File: config.mk
export PLATFORM = sky130hd
export DESIGN_NAME = rc4_seq_ctrl_flat
export DESIGN_NICKNAME = d
export VERILOG_FILES = /design/src/rtl/rc4_pkg.sv /design/src/rtl/rc4_seq_ctrl_if.sv /design/src/rtl/rc4_seq_ctrl_s_mux.sv /design/src/rtl/rc4_seq_ctrl.sv /design/src/flat_wrapper.sv
export SDC_FILE = /design/constraint.sdc
export NUM_CORES = 1
export LEC_CHECK = 0
export ABC_AREA = 0
export ABC_CLOCK_PERIOD_IN_PS = 4330
export CAP_MARGIN = 20
export CORE_AREA = 4 4 122 66
export DETAILED_ROUTE_END_ITERATION = 16
export DIE_AREA = 0 0 126 70
export GPL_TIMING_DRIVEN = 0
export PLACE_DENSITY = 0.71
export SETUP_SLACK_MARGIN = 0.02
export SYNTH_ARGS = -nofsm -noshare
export SYNTH_HDL_FRONTEND = slang
export SYNTH_SLANG_ARGS = --single-unit
File: constraint.sdc
create_clock -name clk -period 4.33 [get_ports clk]
set_clock_uncertainty 0.05 [all_clocks]
set_input_delay 0.6495 -clock clk [delete_from_list [all_inputs] [get_ports clk]]
set_output_delay 0.6495 -clock clk [all_outputs]
set_load 0.05 [all_outputs]
File: src/rtl/rc4_pkg.sv
// Shared types and widths for the RC4 sequencing controller and its S-memory port mux.
package rc4_pkg;

  localparam int KEY_W  = 24;
  localparam int ADDR_W = 8;
  localparam int DATA_W = 8;

  // Encodings are visible on the phase output, so keep them stable.
  typedef enum logic [2:0] {
    ST_IDLE       = 3'd0,
    ST_START_INIT = 3'd1,
    ST_WAIT_INIT  = 3'd2,
    ST_START_KSA  = 3'd3,
    ST_WAIT_KSA   = 3'd4,
    ST_START_PRGA = 3'd5,
    ST_WAIT_PRGA  = 3'd6,
    ST_DONE       = 3'd7
  } state_e;

  typedef enum logic [1:0] {
    OWN_HOST = 2'd0,
    OWN_INIT = 2'd1,
    OWN_KSA  = 2'd2,
    OWN_PRGA = 2'd3
  } owner_e;

  typedef struct packed {
    logic [ADDR_W-1:0] addr;
    logic [DATA_W-1:0] wrdata;
    logic              wren;
  } s_bus_t;

  function automatic owner_e owner_of(input state_e st);
    case (st)
      ST_START_INIT, ST_WAIT_INIT: return OWN_INIT;
      ST_START_KSA,  ST_WAIT_KSA:  return OWN_KSA;
      ST_START_PRGA, ST_WAIT_PRGA: return OWN_PRGA;
      default:                     return OWN_HOST;
    endcase
  endfunction

endpackage

File: src/rtl/rc4_seq_ctrl_if.sv
// Handshake and S-memory bus bundle between the RC4 controller (slave) and its environment (master).
interface rc4_seq_ctrl_if;

  logic                      en;
  logic                      rdy;
  logic                      done;
  logic [rc4_pkg::KEY_W-1:0] key;

  logic                       init_en;
  logic                       init_rdy;
  logic [rc4_pkg::ADDR_W-1:0] init_addr;
  logic [rc4_pkg::DATA_W-1:0] init_wrdata;
  logic                       init_wren;

  logic                       ksa_en;
  logic                       ksa_rdy;
  logic [rc4_pkg::KEY_W-1:0]  ksa_key;
  logic [rc4_pkg::ADDR_W-1:0] ksa_addr;
  logic [rc4_pkg::DATA_W-1:0] ksa_wrdata;
  logic                       ksa_wren;

  logic                       prga_en;
  logic                       prga_rdy;
  logic [rc4_pkg::ADDR_W-1:0] prga_addr;
  logic [rc4_pkg::DATA_W-1:0] prga_wrdata;
  logic                       prga_wren;

  logic [rc4_pkg::ADDR_W-1:0] host_addr;
  logic [rc4_pkg::ADDR_W-1:0] s_addr;
  logic [rc4_pkg::DATA_W-1:0] s_wrdata;
  logic                       s_wren;

  logic [2:0]  phase;
  logic [15:0] cycle_count;

  modport slave (
    input  en, key, host_addr,
    input  init_rdy, init_addr, init_wrdata, init_wren,
    input  ksa_rdy, ksa_addr, ksa_wrdata, ksa_wren,
    input  prga_rdy, prga_addr, prga_wrdata, prga_wren,
    output rdy, done, init_en, ksa_en, ksa_key, prga_en,
    output s_addr, s_wrdata, s_wren, phase, cycle_count
  );

  modport master (
    output en, key, host_addr,
    output init_rdy, init_addr, init_wrdata, init_wren,
    output ksa_rdy, ksa_addr, ksa_wrdata, ksa_wren,
    output prga_rdy, prga_addr, prga_wrdata, prga_wren,
    input  rdy, done, init_en, ksa_en, ksa_key, prga_en,
    input  s_addr, s_wrdata, s_wren, phase, cycle_count
  );

endinterface

File: src/rtl/rc4_seq_ctrl_s_mux.sv
// Purely combinational S-memory port selector: the current owner's bus goes straight to the memory.
module rc4_s_mux
  import rc4_pkg::*;
(
  input  owner_e            owner,
  input  s_bus_t            host_bus,
  input  s_bus_t            init_bus,
  input  s_bus_t            ksa_bus,
  input  s_bus_t            prga_bus,
  output logic [ADDR_W-1:0] s_addr,
  output logic [DATA_W-1:0] s_wrdata,
  output logic              s_wren
);

  s_bus_t sel;

  always_comb begin
    // NOTE: assign a default before the case so every path drives sel and no latch is inferred.
    sel = host_bus;
    case (owner)
      OWN_INIT: sel = init_bus;
      OWN_KSA:  sel = ksa_bus;
      OWN_PRGA: sel = prga_bus;
      default:  sel = host_bus;
    endcase
  end

  assign s_addr   = sel.addr;
  assign s_wrdata = sel.wrdata;
  assign s_wren   = sel.wren;

endmodule

File: src/rtl/rc4_seq_ctrl.sv
// RC4 run sequencer: starts init, KSA and PRGA in turn and hands the S port to whichever is active.
// Optional run-cycle counter compiled in with `define RC4_CYCLE_CNT_EN.
module rc4_seq_ctrl
  import rc4_pkg::*;
(
  input  logic          clk,
  input  logic          rst_n,
  rc4_seq_ctrl_if.slave bus
);

  state_e            state_q, state_d;
  logic [KEY_W-1:0]  key_q;
  logic              rdy, done, init_en, ksa_en, prga_en;
  logic              accept;

  assign accept = rdy & bus.en;

  always_ff @(posedge clk or negedge rst_n) begin
    if (!rst_n) begin
      state_q <= ST_IDLE;
      key_q   <= '0;
    end else begin
      // NOTE: state registers use non-blocking assignments so every flop samples pre-edge values.
      state_q <= state_d;
      if (accept) key_q <= bus.key;
    end
  end

  // Each START state fires its enable only while the sub-block is ready, and
  // leaves on the edge that samples the enable.
  always_comb begin
    state_d = state_q;
    rdy     = 1'b0;
    done    = 1'b0;
    init_en = 1'b0;
    ksa_en  = 1'b0;
    prga_en = 1'b0;
    case (state_q)
      ST_IDLE: begin
        rdy = 1'b1;
        if (bus.en) state_d = ST_START_INIT;
      end
      ST_START_INIT: if (bus.init_rdy) begin
        init_en = 1'b1;
        state_d = ST_WAIT_INIT;
      end
      ST_WAIT_INIT:  if (bus.init_rdy) state_d = ST_START_KSA;
      ST_START_KSA:  if (bus.ksa_rdy) begin
        ksa_en  = 1'b1;
        state_d = ST_WAIT_KSA;
      end
      ST_WAIT_KSA:   if (bus.ksa_rdy) state_d = ST_START_PRGA;
      ST_START_PRGA: if (bus.prga_rdy) begin
        prga_en = 1'b1;
        state_d = ST_WAIT_PRGA;
      end
      ST_WAIT_PRGA:  if (bus.prga_rdy) state_d = ST_DONE;
      ST_DONE: begin
        rdy  = 1'b1;
        done = 1'b1;
        if (bus.en) state_d = ST_START_INIT;
      end
      default: state_d = ST_IDLE;
    endcase
  end

  assign bus.rdy     = rdy;
  assign bus.done    = done;
  assign bus.init_en = init_en;
  assign bus.ksa_en  = ksa_en;
  assign bus.prga_en = prga_en;
  assign bus.ksa_key = key_q;
  assign bus.phase   = state_q;

  s_bus_t host_bus, init_bus, ksa_bus, prga_bus;

  assign host_bus = '{addr: bus.host_addr, wrdata: '0, wren: 1'b0};
  assign init_bus = '{addr: bus.init_addr, wrdata: bus.init_wrdata, wren: bus.init_wren};
  assign ksa_bus  = '{addr: bus.ksa_addr,  wrdata: bus.ksa_wrdata,  wren: bus.ksa_wren};
  assign prga_bus = '{addr: bus.prga_addr, wrdata: bus.prga_wrdata, wren: bus.prga_wren};

  rc4_s_mux u_s_mux (
    .owner    (owner_of(state_q)),
    .host_bus (host_bus),
    .init_bus (init_bus),
    .ksa_bus  (ksa_bus),
    .prga_bus (prga_bus),
    .s_addr   (bus.s_addr),
    .s_wrdata (bus.s_wrdata),
    .s_wren   (bus.s_wren)
  );

`ifdef RC4_CYCLE_CNT_EN
  logic [15:0] cnt_q;
  logic        busy;

  assign busy = (state_q != ST_IDLE) && (state_q != ST_DONE);

  // Cleared on the accepting edge, then counts every busy cycle; saturates, holds in DONE.
  always_ff @(posedge clk or negedge rst_n) begin
    if (!rst_n)                           cnt_q <= '0;
    else if (accept)                      cnt_q <= '0;
    else if (busy && cnt_q != 16'hFFFF)   cnt_q <= cnt_q + 16'd1;
  end

  assign bus.cycle_count = cnt_q;
`else
  assign bus.cycle_count = 16'h0000;
`endif

endmodule
File: src/flat_wrapper.sv
// flat-port wrapper written by rule: the top's interface ports become plain ports
module rc4_seq_ctrl_flat import rc4_pkg::*;
  (clk, rst_n, bus_en, bus_key, bus_host_addr, bus_init_rdy, bus_init_addr, bus_init_wrdata, bus_init_wren, bus_ksa_rdy, bus_ksa_addr, bus_ksa_wrdata, bus_ksa_wren, bus_prga_rdy, bus_prga_addr, bus_prga_wrdata, bus_prga_wren, bus_rdy, bus_done, bus_init_en, bus_ksa_en, bus_ksa_key, bus_prga_en, bus_s_addr, bus_s_wrdata, bus_s_wren, bus_phase, bus_cycle_count);
  rc4_seq_ctrl_if bus_i ();
  input  logic clk;
  input  logic rst_n;
  input wire logic [$bits(bus_i.en)-1:0] bus_en;
  input wire logic [$bits(bus_i.key)-1:0] bus_key;
  input wire logic [$bits(bus_i.host_addr)-1:0] bus_host_addr;
  input wire logic [$bits(bus_i.init_rdy)-1:0] bus_init_rdy;
  input wire logic [$bits(bus_i.init_addr)-1:0] bus_init_addr;
  input wire logic [$bits(bus_i.init_wrdata)-1:0] bus_init_wrdata;
  input wire logic [$bits(bus_i.init_wren)-1:0] bus_init_wren;
  input wire logic [$bits(bus_i.ksa_rdy)-1:0] bus_ksa_rdy;
  input wire logic [$bits(bus_i.ksa_addr)-1:0] bus_ksa_addr;
  input wire logic [$bits(bus_i.ksa_wrdata)-1:0] bus_ksa_wrdata;
  input wire logic [$bits(bus_i.ksa_wren)-1:0] bus_ksa_wren;
  input wire logic [$bits(bus_i.prga_rdy)-1:0] bus_prga_rdy;
  input wire logic [$bits(bus_i.prga_addr)-1:0] bus_prga_addr;
  input wire logic [$bits(bus_i.prga_wrdata)-1:0] bus_prga_wrdata;
  input wire logic [$bits(bus_i.prga_wren)-1:0] bus_prga_wren;
  output wire logic [$bits(bus_i.rdy)-1:0] bus_rdy;
  output wire logic [$bits(bus_i.done)-1:0] bus_done;
  output wire logic [$bits(bus_i.init_en)-1:0] bus_init_en;
  output wire logic [$bits(bus_i.ksa_en)-1:0] bus_ksa_en;
  output wire logic [$bits(bus_i.ksa_key)-1:0] bus_ksa_key;
  output wire logic [$bits(bus_i.prga_en)-1:0] bus_prga_en;
  output wire logic [$bits(bus_i.s_addr)-1:0] bus_s_addr;
  output wire logic [$bits(bus_i.s_wrdata)-1:0] bus_s_wrdata;
  output wire logic [$bits(bus_i.s_wren)-1:0] bus_s_wren;
  output wire logic [$bits(bus_i.phase)-1:0] bus_phase;
  output wire logic [$bits(bus_i.cycle_count)-1:0] bus_cycle_count;
  assign bus_i.en = bus_en;
  assign bus_i.key = bus_key;
  assign bus_i.host_addr = bus_host_addr;
  assign bus_i.init_rdy = bus_init_rdy;
  assign bus_i.init_addr = bus_init_addr;
  assign bus_i.init_wrdata = bus_init_wrdata;
  assign bus_i.init_wren = bus_init_wren;
  assign bus_i.ksa_rdy = bus_ksa_rdy;
  assign bus_i.ksa_addr = bus_ksa_addr;
  assign bus_i.ksa_wrdata = bus_ksa_wrdata;
  assign bus_i.ksa_wren = bus_ksa_wren;
  assign bus_i.prga_rdy = bus_prga_rdy;
  assign bus_i.prga_addr = bus_prga_addr;
  assign bus_i.prga_wrdata = bus_prga_wrdata;
  assign bus_i.prga_wren = bus_prga_wren;
  assign bus_rdy = bus_i.rdy;
  assign bus_done = bus_i.done;
  assign bus_init_en = bus_i.init_en;
  assign bus_ksa_en = bus_i.ksa_en;
  assign bus_ksa_key = bus_i.ksa_key;
  assign bus_prga_en = bus_i.prga_en;
  assign bus_s_addr = bus_i.s_addr;
  assign bus_s_wrdata = bus_i.s_wrdata;
  assign bus_s_wren = bus_i.s_wren;
  assign bus_phase = bus_i.phase;
  assign bus_cycle_count = bus_i.cycle_count;
  rc4_seq_ctrl u_core (.clk(clk), .rst_n(rst_n), .bus(bus_i));
endmodule
-- Yosys cells after proc, flatten, opt, wreduce, memory -nomap -nowiden
Index checks and enable logic that the tools add are counted.
Widths: inputs -> output; s select.
- equality and inequality tests: 17
- mux-type cells: 18
- bitwise gates (word level): 1
- reductions and logical operators: 6
- operators by type and width (cell ; number):
    $pmux 17 s3 ; 1
    $mux 3 ; 7
    $pmux 3 s7 ; 1
    $eq 3x3->1 const B ; 4
    $ne 2x2->1 const B ; 6
    $mux 1 ; 8
    $reduce_or 2->1 ; 4
    $reduce_and 7->1 ; 1
    $eq 3x2->1 const B ; 2
    $pmux 2 s3 ; 1
    $eq 2x2->1 const B ; 2
    $eq 3x1->1 const B ; 1
    $logic_not 3->1 ; 1
    $eq 2x1->1 const B ; 1
    $ne 2x1->1 const B ; 1
    $and 1x1->1 ; 1
- flip-flop bits (word level): 27
- bits of input ports: 89
- output and inout bits: 65

-- Logic depth before layout (Yosys ltp)
- depth after elaboration: 5
- depth in mapped cells: 6
- mapped depth without buffers: 3

-- Cells and area by module
Synthesis repeated with hierarchy kept, for this count alone.
- cell total of the unflattened synthesis: 123
- area, all modules: 1838.0 um^2
- modules (own cells, without submodules) (module ; times used ; cells each ; area an instance (um^2) ; seq. area each (um^2)):
    rc4_seq_ctrl ; 1 ; 102 ; 1387.6 ; 675.6
    rc4_s_mux ; 1 ; 21 ; 450.4 ; 0.0

-- Least setup slack after synthesis
OpenSTA, ideal clock, no wires.
- kind: reg-to-output
- start: reg u_core.state_q[1], in the netlist u_core.bus.phase[1]
- end: out bus_s_wrdata[0]
- arrival time: 2147 ps
- data required time: 3631 ps
- path slack: 1484 ps
- cell stages (with the launch flop): 6
- buffers on the path: 2
- cell sequence: dfrtp_1 -> buf_4 -> nor2b_1 -> clkbuf_1 -> nor2_1 -> o2bb2ai_1
- word-level cells in the longest chain between the ends: 5
- elaborated cells on any way between the ends: 14
- classes of those cells: eq/ne: 9; mux: 2; reduce/logical: 3
- RTL lines (element ; line ; RTL):
    from (decl) ; rc4_seq_ctrl.sv:11 ; state_e state_q, state_d;
    from (signal assigned) ; rc4_seq_ctrl.sv:24 ; state_q <= state_d;
    $eq 3x3->1, or another cell as far along ; rc4_pkg.sv:34 ; case (st)
    $reduce_or 2->1 ; rc4_pkg.sv:34 ;
    $pmux 2 s3 * ; rc4_pkg.sv:34 ;
    $eq 2x2->1 / $eq 2x1->1 (equally long branches) ; rc4_seq_ctrl_s_mux.sv:20 ; case (owner)
    $pmux 17 s3 * ; rc4_seq_ctrl_s_mux.sv:20 ;
    to (decl) ; flat_wrapper.sv:29 ; output wire logic [$bits(bus_i.s_wrdata)-1:0] bus_s_wrdata;
Mark *: on every way between the ends. The rest lies on a longest branch, timed or not.

-- Worst setup path after layout
- start: reg u_core.state_q[0], in the netlist u_core.bus.phase[0]
- end: out bus_s_addr[3]
- word-level cells in the longest chain between the ends: 5
- elaborated cells on any way between the ends: 14
- classes of those cells: eq/ne: 9; mux: 2; reduce/logical: 3
- RTL lines (element ; line ; RTL):
    $eq 3x3->1, or another cell as far along ; rc4_pkg.sv:34 ;
    $reduce_or 2->1 ; rc4_pkg.sv:34 ;
    $pmux 2 s3 * ; rc4_pkg.sv:34 ;
    $eq 2x2->1 / $eq 2x1->1 (equally long branches) ; rc4_seq_ctrl_s_mux.sv:20 ;
    $pmux 17 s3 * ; rc4_seq_ctrl_s_mux.sv:20 ;
    to (decl) ; flat_wrapper.sv:28 ; output wire logic [$bits(bus_i.s_addr)-1:0] bus_s_addr;
Marks and branches as above.

==> qor.yml <==
worst_pin_slew_ns: 0.711
yosysSeqAreaShare_pct: 33.3
cts_resized: 0
worstPathMaxFanout: 10
rsz0062_at_grt: "false"
yosysUniqueCellTypes: 34
reg2regPathDepth: 6
clock_latency_ns: 0.26
route.detailed.drc: 0
start_kind: "flip-flop"
final_max_slew_viol_count: 0
htree_levels: 1
synth_top_family_by_area: "multiplexers"
place_congestion: 0.822
status: "finished clean"
core_area_mm2: 0.00705
regToRegSetupSlack_ns: 2.62
hold_end: "u_core.bus.ksa_key[4]$_DFFE_PN0P_"
start_util_pct: 28.8
place_hpwl_mm: 5.84
fmax_mhz: 293
routed_via_density: 4.59
crit_type: "flip-flop to primary output"
cap_violations: 0
synth-edff-count: 0
power.density_mw_per_mm2: 891
dr_total_vias: 2021
layout.nets: 434
cts-hold-fix-buffers: 0
relSlewSlack_pct: 51.3
syn_to_final_growth_pct: 81.7
grt_pass1_wl_mm: 11.3
synth-async-reset-ratio_pct: 100
p_leak_nw: 1.56
tns_ns: 0
synth.area.mux_share_pct: 27.4
track_usage_pct: 15.6
num_rows: 22
ir_drop_mv: 0.485
yosys.area_share.simple_pct: 16.6
wl_met3_um: 728
ant_nets: 0
drt_iter0_markers: 38
end_kind: "primary output"
regToRegStartpoint: "u_core.bus.phase[1]$_DFFE_PN0P_"
grt_max_degree: 17
cp.arrival_ns: 2.71
cts_tree: "built"
clkSlewWorstSetupHoldPaths_ns: 0.07
hp-start: "u_core.bus.ksa_key[4]$_DFFE_PN0P_"
r2r_end: "u_core.bus.ksa_key[22]$_DFFE_PN0P_"
postRouteWirelength_mm: 6.97
avgSynthCellArea_um2: 10.8
clockBufferDepth: 2
die_y_um: 70
post_drt_wl_per_cell_um: 15.8
pin_count: 154
fin_crit_ns: 3.41
cts_buffers: 3
yosys.area_share.adder_pct: 0
dieWidth_um: 126
synth_area_mm2: 0.00203
cts-root-buf: "clkbuf_16"
layout_common_cells: "137 x clkdlybuf4s50_1, 27 x dfrtp_1, 20 x mux2_4, 17 x buf_4, 16 x conb_1"
hold_viol: 0
ys.warnings.count: 0
die_area_mm2: 0.00882
ys_seq_elements: 27
layout_commonest_cell: "clkdlybuf4s50_1"
overflow: 0
route.met2.wl_mm: 3.01
synthCells: 187
critPathRequiredTime_ns: 3.63
met1Wirelength_mm: 3.17
drive_above_1_share_pct: 19.2
hold_depth: 1
fin_crit_sh_pct: 78.8
ys.flop_type: "dfrtp_1"
final_util_pct: 52.3
portBuffers: 137
hp-class: "flip-flop to flip-flop"
fillCellCount: 669
grt_pass1_vias: 2113
setup_viol: 0
firstDrtPassIters: 4
highest_layer: "met4"
synth-compound-area-share_pct: 10.4
antenna_found_initial: 0
synth_xor_area_share_pct: 0
num_antenna_cells: 0
clkSinkCount: 27
postCtsSetupBuffers: 0
-- cell type report --
cell class                      instances  area, um^2  area share [%]
Timing Repair Buffer                  138        1400            37.9
Multi-Input combinational cell        141        1160            31.6
Sequential cell                        27         676            18.3
Buffer                                 33         241            6.55
Tap cell                               96         120            3.26
Clock buffer                            3        75.1            2.04
Clock inverter                          1        7.51           0.204
Inverter                                1        3.75           0.102
-- cells by family after synthesis --
group | count (synthesis)
mux | 44
simple gates | 50
flops | 27
compound gates | 31
buf+inv | 34
other cells | 1
-- sequential cells by signal (all words and copies together), names as in the netlist --
signal              flops
u_core.bus.ksa_key     24
u_core.bus.phase        3
-- Yosys cell counts, drive strengths merged (2+ instances only) --
library cell  number  area (um^2)
mux2              32          435
buf               26          215
a31oi              8         50.1
clkbuf             7         26.3
nand3              8         40.0
nor2               3         11.3
dfrtp             27          676
mux2i             12          120
a21oi              2         10.0
nand3b             9         67.6
nor2b              2         12.5
o2bb2ai            9         78.8
nand4              8         50.1
nand2              3         11.3
and4b              8         80.1
and3               2         17.5
or2                2         12.5
o21ai              8         40.0
-- power breakdown --
part / internal (mW) / leakage [nW] / switching, mW
clock: 0.126 / 0.0371 / 0.0913
combinational: 1.00 / 1.20 / 1.60
sequential: 0.384 / 0.318 / 0.0829
total: 1.51 / 1.56 / 1.78
-- critical path, cell delays in order, from the launching register on --
cell             delay, ns
dfrtp_1               0.49
nor2_1                0.44
clkbuf_1              0.42
a31oi_1               0.17
nand4_1               0.13
clkdlybuf4s50_1       0.81
-- worst max path at each step --
| stage | from | endpoint | slack, ns | cells after the start |
|---|---|---|---|---|
| after floorplan | u_core.bus.phase[1]$_DFFE_PN0P_ | bus_s_wrdata[0] | 1.48 | 5 |
| after global placement | u_core.bus.phase[0]$_DFFE_PN0P_ | bus_s_wrdata[4] | 1.21 | 4 |
| after detailed placement | u_core.bus.phase[0]$_DFFE_PN0P_ | bus_s_wren | 1.19 | 4 |
| after CTS | u_core.bus.phase[1]$_DFFE_PN0P_ | bus_s_wren | 0.90 | 5 |
| after global routing | u_core.bus.phase[0]$_DFFE_PN0P_ | bus_s_wrdata[1] | 0.78 | 4 |
| final | u_core.bus.phase[0]$_DFFE_PN0P_ | bus_s_addr[3] | 0.92 | 5 |
-- per-stage QoR --
step           hold slack [ns]  power, mW  instance area, um^2  cells  setup slack (ns)
6_report                 0.460       3.29                 3690    440             0.918
5_1_grt                  0.472       3.45                 3690    440             0.781
4_1_cts                  0.465       3.31                 3690    440             0.896
3_5_place_dp             0.442       3.08                 3600    436              1.19
3_3_place_gp             0.440       3.05                 3580    435              1.21
2_1_floorplan            0.304       2.25                 2080    202              1.48
-- metal layers --
| layer | vias up | global-route usage [%] |
|---|---|---|
| met5 | - | 0 |
| li1 | 987 | - |
| met1 | 933 | 21.3 |
| met2 | 92 | 24.0 |
| met3 | 9 | 5.73 |
| met4 | 0 | 2.73 |
Note: power is estimated with default switching activity, not from simulation.
